### src/rtl/mc_pkg.sv
// Shared encodings for the multicycle controller: opcodes, FSM states and datapath mux/ALU codes.
// Purely declarative; no logic, so no latency or backpressure of its own.
package mc_pkg;

    localparam logic [5:0] OP_RTYPE = 6'b000000;
    localparam logic [5:0] OP_J     = 6'b000010;
    localparam logic [5:0] OP_BEQ   = 6'b000100;
    localparam logic [5:0] OP_ADDI  = 6'b001000;
    localparam logic [5:0] OP_LW    = 6'b100011;
    localparam logic [5:0] OP_SW    = 6'b101011;

    localparam logic [1:0] ASB_B       = 2'b00;
    localparam logic [1:0] ASB_FOUR    = 2'b01;
    localparam logic [1:0] ASB_IMM     = 2'b10;
    localparam logic [1:0] ASB_IMM_SH2 = 2'b11;

    localparam logic [1:0] ALUOP_ADD   = 2'b00;
    localparam logic [1:0] ALUOP_SUB   = 2'b01;
    localparam logic [1:0] ALUOP_FUNCT = 2'b10;

    localparam logic [1:0] PCSRC_ALU    = 2'b00;
    localparam logic [1:0] PCSRC_ALUOUT = 2'b01;
    localparam logic [1:0] PCSRC_JUMP   = 2'b10;

    typedef enum logic [3:0] {
        ST_IDLE      = 4'd0,
        ST_FETCH     = 4'd1,
        ST_DECODE    = 4'd2,
        ST_MEM_ADDR  = 4'd3,
        ST_MEM_READ  = 4'd4,
        ST_MEM_WB    = 4'd5,
        ST_MEM_WRITE = 4'd6,
        ST_EXECUTE   = 4'd7,
        ST_ALU_WB    = 4'd8,
        ST_BRANCH    = 4'd9,
        ST_JUMP      = 4'd10,
        ST_ADDI_EXEC = 4'd11,
        ST_ADDI_WB   = 4'd12
    } state_t;

endpackage

### src/rtl/mc_control.sv
// Multicycle CPU control FSM: Moore outputs decoded from the state register, one state per cycle.
// Memory states stall on mem_ready=0; FETCH gates its PC/IR writes with mem_ready.
module mc_control
    import mc_pkg::*;
(
    input  logic       clk,
    input  logic       rst,
    input  logic [5:0] op,
    input  logic       mem_ready,
    output logic       pc_write,
    output logic       pc_write_cond,
    output logic       i_or_d,
    output logic       mem_read,
    output logic       mem_write,
    output logic       ir_write,
    output logic       reg_write,
    output logic       reg_dst,
    output logic       mem_to_reg,
    output logic       alu_src_a,
    output logic [1:0] alu_src_b,
    output logic [1:0] alu_op,
    output logic [1:0] pc_source,
    output logic [3:0] state
);

    state_t state_q, state_d;

    always_ff @(posedge clk or posedge rst) begin
        if (rst) state_q <= ST_IDLE;
        else     state_q <= state_d;
    end

    assign state = state_q;

    always_comb begin
        state_d       = state_q;
        pc_write      = 1'b0;
        pc_write_cond = 1'b0;
        i_or_d        = 1'b0;
        mem_read      = 1'b0;
        mem_write     = 1'b0;
        ir_write      = 1'b0;
        reg_write     = 1'b0;
        reg_dst       = 1'b0;
        mem_to_reg    = 1'b0;
        alu_src_a     = 1'b0;
        alu_src_b     = ASB_B;
        alu_op        = ALUOP_ADD;
        pc_source     = PCSRC_ALU;

        case (state_q)
            ST_IDLE: state_d = ST_FETCH;
            ST_FETCH: begin
                mem_read  = 1'b1;
                alu_src_b = ASB_FOUR;
                alu_op    = ALUOP_ADD;
                // PC+4 and IR load only commit on the cycle the fetch completes
                pc_write  = mem_ready;
                ir_write  = mem_ready;
                if (mem_ready) state_d = ST_DECODE;
            end
            ST_DECODE: begin
                alu_src_b = ASB_IMM_SH2;
                alu_op    = ALUOP_ADD;
                case (op)
                    OP_LW, OP_SW: state_d = ST_MEM_ADDR;
                    OP_RTYPE:     state_d = ST_EXECUTE;
                    OP_BEQ:       state_d = ST_BRANCH;
                    OP_J:         state_d = ST_JUMP;
                    OP_ADDI:      state_d = ST_ADDI_EXEC;
                    default:      state_d = ST_FETCH;
                endcase
            end
            ST_MEM_ADDR: begin
                alu_src_a = 1'b1;
                alu_src_b = ASB_IMM;
                state_d   = (op == OP_LW) ? ST_MEM_READ : ST_MEM_WRITE;
            end
            ST_MEM_READ: begin
                mem_read = 1'b1;
                i_or_d   = 1'b1;
                if (mem_ready) state_d = ST_MEM_WB;
            end
            ST_MEM_WB: begin
                reg_write  = 1'b1;
                mem_to_reg = 1'b1;
                state_d    = ST_FETCH;
            end
            ST_MEM_WRITE: begin
                mem_write = 1'b1;
                i_or_d    = 1'b1;
                if (mem_ready) state_d = ST_FETCH;
            end
            ST_EXECUTE: begin
                alu_src_a = 1'b1;
                alu_src_b = ASB_B;
                alu_op    = ALUOP_FUNCT;
                state_d   = ST_ALU_WB;
            end
            ST_ALU_WB: begin
                reg_write = 1'b1;
                reg_dst   = 1'b1;
                state_d   = ST_FETCH;
            end
            ST_BRANCH: begin
                alu_src_a     = 1'b1;
                alu_src_b     = ASB_B;
                alu_op        = ALUOP_SUB;
                pc_write_cond = 1'b1;
                pc_source     = PCSRC_ALUOUT;
                state_d       = ST_FETCH;
            end
            ST_JUMP: begin
                pc_write  = 1'b1;
                pc_source = PCSRC_JUMP;
                state_d   = ST_FETCH;
            end
            ST_ADDI_EXEC: begin
                alu_src_a = 1'b1;
                alu_src_b = ASB_IMM;
                state_d   = ST_ADDI_WB;
            end
            ST_ADDI_WB: begin
                reg_write = 1'b1;
                state_d   = ST_FETCH;
            end
            default: state_d = ST_IDLE;
        endcase
    end

endmodule

### config.mk
export PLATFORM = sky130hd
export DESIGN_NAME = mc_control
export DESIGN_NICKNAME = d
export VERILOG_FILES = /design/src/rtl/mc_pkg.sv /design/src/rtl/mc_control.sv
export SDC_FILE = /design/constraint.sdc
export NUM_CORES = 1
export LEC_CHECK = 0
export ABC_AREA = 1
export CORE_AREA = 8 8 45 47
export CTS_CLUSTER_SIZE = 16
export DETAILED_ROUTE_END_ITERATION = 10
export DIE_AREA = 0 0 53 55
export PLACE_DENSITY = 0.85
export SLEW_MARGIN = 20
export SYNTH_ARGS = -nofsm -noshare
export SYNTH_HDL_FRONTEND = slang
export SYNTH_SLANG_ARGS = --single-unit
### constraint.sdc
create_clock -name clk -period 2.75 [get_ports clk]
set_input_delay 0.825 -clock clk [delete_from_list [all_inputs] [get_ports clk]]
set_output_delay 0.825 -clock clk [all_outputs]
set_load 0.005 [all_outputs]
==> flow_metrics.tcl <==
set metrics [dict create \
    tritoncts.num_buffers 3 \
    critical_path_arrival_ns 1.76 \
    num_antenna_cells 0 \
    final_hold_viol_count 0 \
    p_clk_frac 0.109 \
    via_count 638 \
    sequential_cell_area_fraction_in_the_yosys_report 0.219 \
    post_cts_hold_buffer_count 0 \
    register_area_um2 100 \
    multi_input_area_um2 283 \
    totalWireLength_um 1560 \
    slew_viol_final 0 \
    tightest_slew_ns 0.197 \
    finalNetCount 129 \
    first_global_vias 577 \
    final_period_minus_worst_setup_slack_ns 2.58 \
    numPortBuffers 28 \
    grt_overflow_total 0 \
    antenna_found_initial 0 \
    die_h_um 55 \
    die_w_um 53 \
    final.fill_count 146 \
    placedCellCount 131 \
    netlist_instances 87 \
    largest_net_degree_at_the_start_of_global_routing 7 \
    clock_input_transition_at_the_sequential_cells_of_the_worst_setup_and_hold_paths_ns 0.03 \
    grt_pass1_wl_um 2370 \
    fin_worst_skew_ns 0.000469 \
    synth_warnings 0 \
    clkSinkCount 4 \
    number_of_maximum_capacitance_constraint_violations 0 \
    rows 14 \
    synth_cell_types 15 \
    syn_area_um2 458 \
    initial_core_util 0.331 \
    final_critical_path_setup_slack_ns 0.168 \
    drt.antenna.violating_nets 0 \
    timing.critical_path.to_type "primary output" \
    criticalPathCategory "reg -> out" \
    fraction_of_power_spent_switching_nets 0.446 \
    worst_ir_drop_vdd_mv 0.423 \
    via_per_inst 4.76 \
    final-setup-viol-count 0 \
    clock_path_buffers 2 \
    final_layout_size_suffix_gt1_frac 0.0678 \
    cpLargestDelayFamily "buffers and inverters" \
    number_of_drc_markers_after_the_initial_detailed_route_iteration 22 \
    powerDensity_mw_per_mm2 835 \
    worstPathCellList "inv_1, nor2_2, inv_1, o21ai_0, clkdlybuf4s50_1" \
    power.switching_uw 290 \
    tritoncts_clock_tree "done" \
    period_utilization_post_route 0.939 \
    worst_skew_pair.late_latency_ns 0.23 \
    synth.ff_latch_count 4 \
    place_hpwl_um 1370 \
    grt_setup_unrepaired "no" \
    synthesis.nets 96 \
    synthToLayoutAreaGrowth_pct 69.9 \
    cts_setup_buffers 0 \
    power.sequential.fraction 0.168 \
    worst_max_slew_margin_expressed_relative_to_the_limit 0.867 \
    ioPinCount 29 \
    power.static_leakage_uw 0.000402 \
    count_of_buffer_and_inverter_cells_on_the_critical_path 3 \
    dr.pass1.iters 4 \
    clock_tree.root_cell "clkbuf_4" \
    overall_die_area_mm2 0.00292 \
    largest_reg_flops 4 \
    holdWs_ns 0.685 \
    h-tree-depth 1 \
    core_region_area_mm2 0.00138 \
    synth.top_cells.by_area "dfrtp_1 (22%), nand2_1 (20%), inv_1 (15%)" \
    post-synth-top-area-fraction 0.219 \
    kind_of_start_point_of_the_critical_path "register" \
    synthDominantAreaCellType "dfrtp_1" \
    global_route.usage.total 0.107 \
    slowest_stage "clkdlybuf4s50_1" \
    fmax_ghz 0.387 \
    worst_path_most_repeated_cell "inv_1" \
    pre_cts_ws_ns -0.0579 \
    avgRoutedWirePerCell_um 11.7 \
    power.internal_uw 360 \
    replace_congestion 0.907 \
    min_path_type "reg -> reg" \
    worst_path_largest_cell_delay_ns 0.53 \
    power.share.combinational 0.723 \
    cp_data_required_time_ns 1.93 \
    post-route-cell-area_um2 778 \
    crit_path_max_fanout 5 \
    detailed_place.area_um2 758 \
    final_util 0.562 \
    detail_route.drc_violations 0 \
    synthesis.area_per_instance_um2 5.26 \
    run_status "complete, no violations" \
    final-instance-count-excl-fill 134 \
]
==> metal layers <==
layer | up-vias | global-route usage | wire (um)
met2 | 23 | 0.191 | 848
li1 | 327 | - | -
met4 | 0 | 0.0690 | 29
met3 | 4 | 0.0241 | 82
met5 | - | 0 | 0
met1 | 284 | 0.110 | 603
==> logic make-up (layout without fill, tap and decap cells) <==
logic type             after synthesis  in the layout  share of synthesized area
DFF                                  4              4                      0.219
and+or+nand+nor                     52             52                      0.470
buffers and inverters               19             50                      0.164
AOI/OAI and AO/OA                   12             12                      0.148
==> power groups by stage <==
stage / combinational (uW) / clock, uW / sequential [uW]
floorplan: 232 / 0 / 108
global placement: 469 / 0 / 109
detailed placement: 479 / 0 / 109
CTS: 473 / 73.6 / 108
global route: 516 / 77.9 / 112
finish: 470 / 70.6 / 109
==> path summary, 6_finish.rpt <==
kind | start | endpoint | slack [ns] | cells past startpoint
worst max-delay path | state[2]$_DFFE_PP0P_ | reg_write | 0.17 | 5
worst min-delay path | state[2]$_DFFE_PP0P_ | state[2]$_DFFE_PP0P_ | 0.68 | 2
worst max register to register | state[0]$_DFFE_PP0P_ | state[2]$_DFFE_PP0P_ | 1.48 | 7
worst min register to register | state[2]$_DFFE_PP0P_ | state[2]$_DFFE_PP0P_ | 0.68 | 2
max in group asynchronous | rst | state[3]$_DFFE_PP0P_ | 1.84 | 2
min in group asynchronous | rst | state[0]$_DFFE_PP0P_ | 0.77 | 2
==> layout by cell type, fill, tap and decap left out, drive strengths merged <==
| cell | instances |
|---|---|
| o21bai | 1 |
| clkdlybuf4s50 | 26 |
| clkbuf | 3 |
| buf | 1 |
| nor3 | 2 |
| o22ai | 1 |
| dfrtp | 4 |
| dlygate4sd2 | 2 |
| nor2 | 20 |
| nand3 | 4 |
| o21ai | 10 |
| nand2 | 26 |
| inv | 18 |
==> Yosys cell counts <==
library cell and n:
nand2_2 1, nor2_1 18, nand3_1 4, nor2_4 1, dfrtp_1 4, nor2_2 1
o21bai_1 1, o22ai_1 1, o21ai_0 8, buf_4 1, nand2_1 25, nor3_1 2
o21ai_1 1, o21ai_2 1, inv_1 18
==> final cells by class <==
| type | instances | share of cell area |
|---|---|---|
| Multi-Input combinational cell | 64 | 0.363 |
| Sequential cell | 4 | 0.129 |
| Inverter | 18 | 0.0868 |
| Tap cell | 16 | 0.0257 |
| Timing Repair Buffer | 29 | 0.367 |
| Clock buffer | 3 | 0.0289 |
==> metrics by stage <==
stage	total power, uW	TNS (ns)
3_3_place_gp	578	-0.0383
4_1_cts	654	0
5_1_grt	705	0
3_5_place_dp	587	-0.0781
6_report	650	0
2_1_floorplan	340	0
==> tightest hold or removal path: stages (launching register included) <==
cell and delay [ns]:
dfrtp_1 0.42, inv_1 0.14, o21ai_1 0.08
==> repair_timing <==
item                                    CTS  global route
resized for setup                         2             0
endpoints found under the setup margin    2             0
endpoints found under the hold margin     0             0
Note: power is estimated with default switching activity, not from simulation.
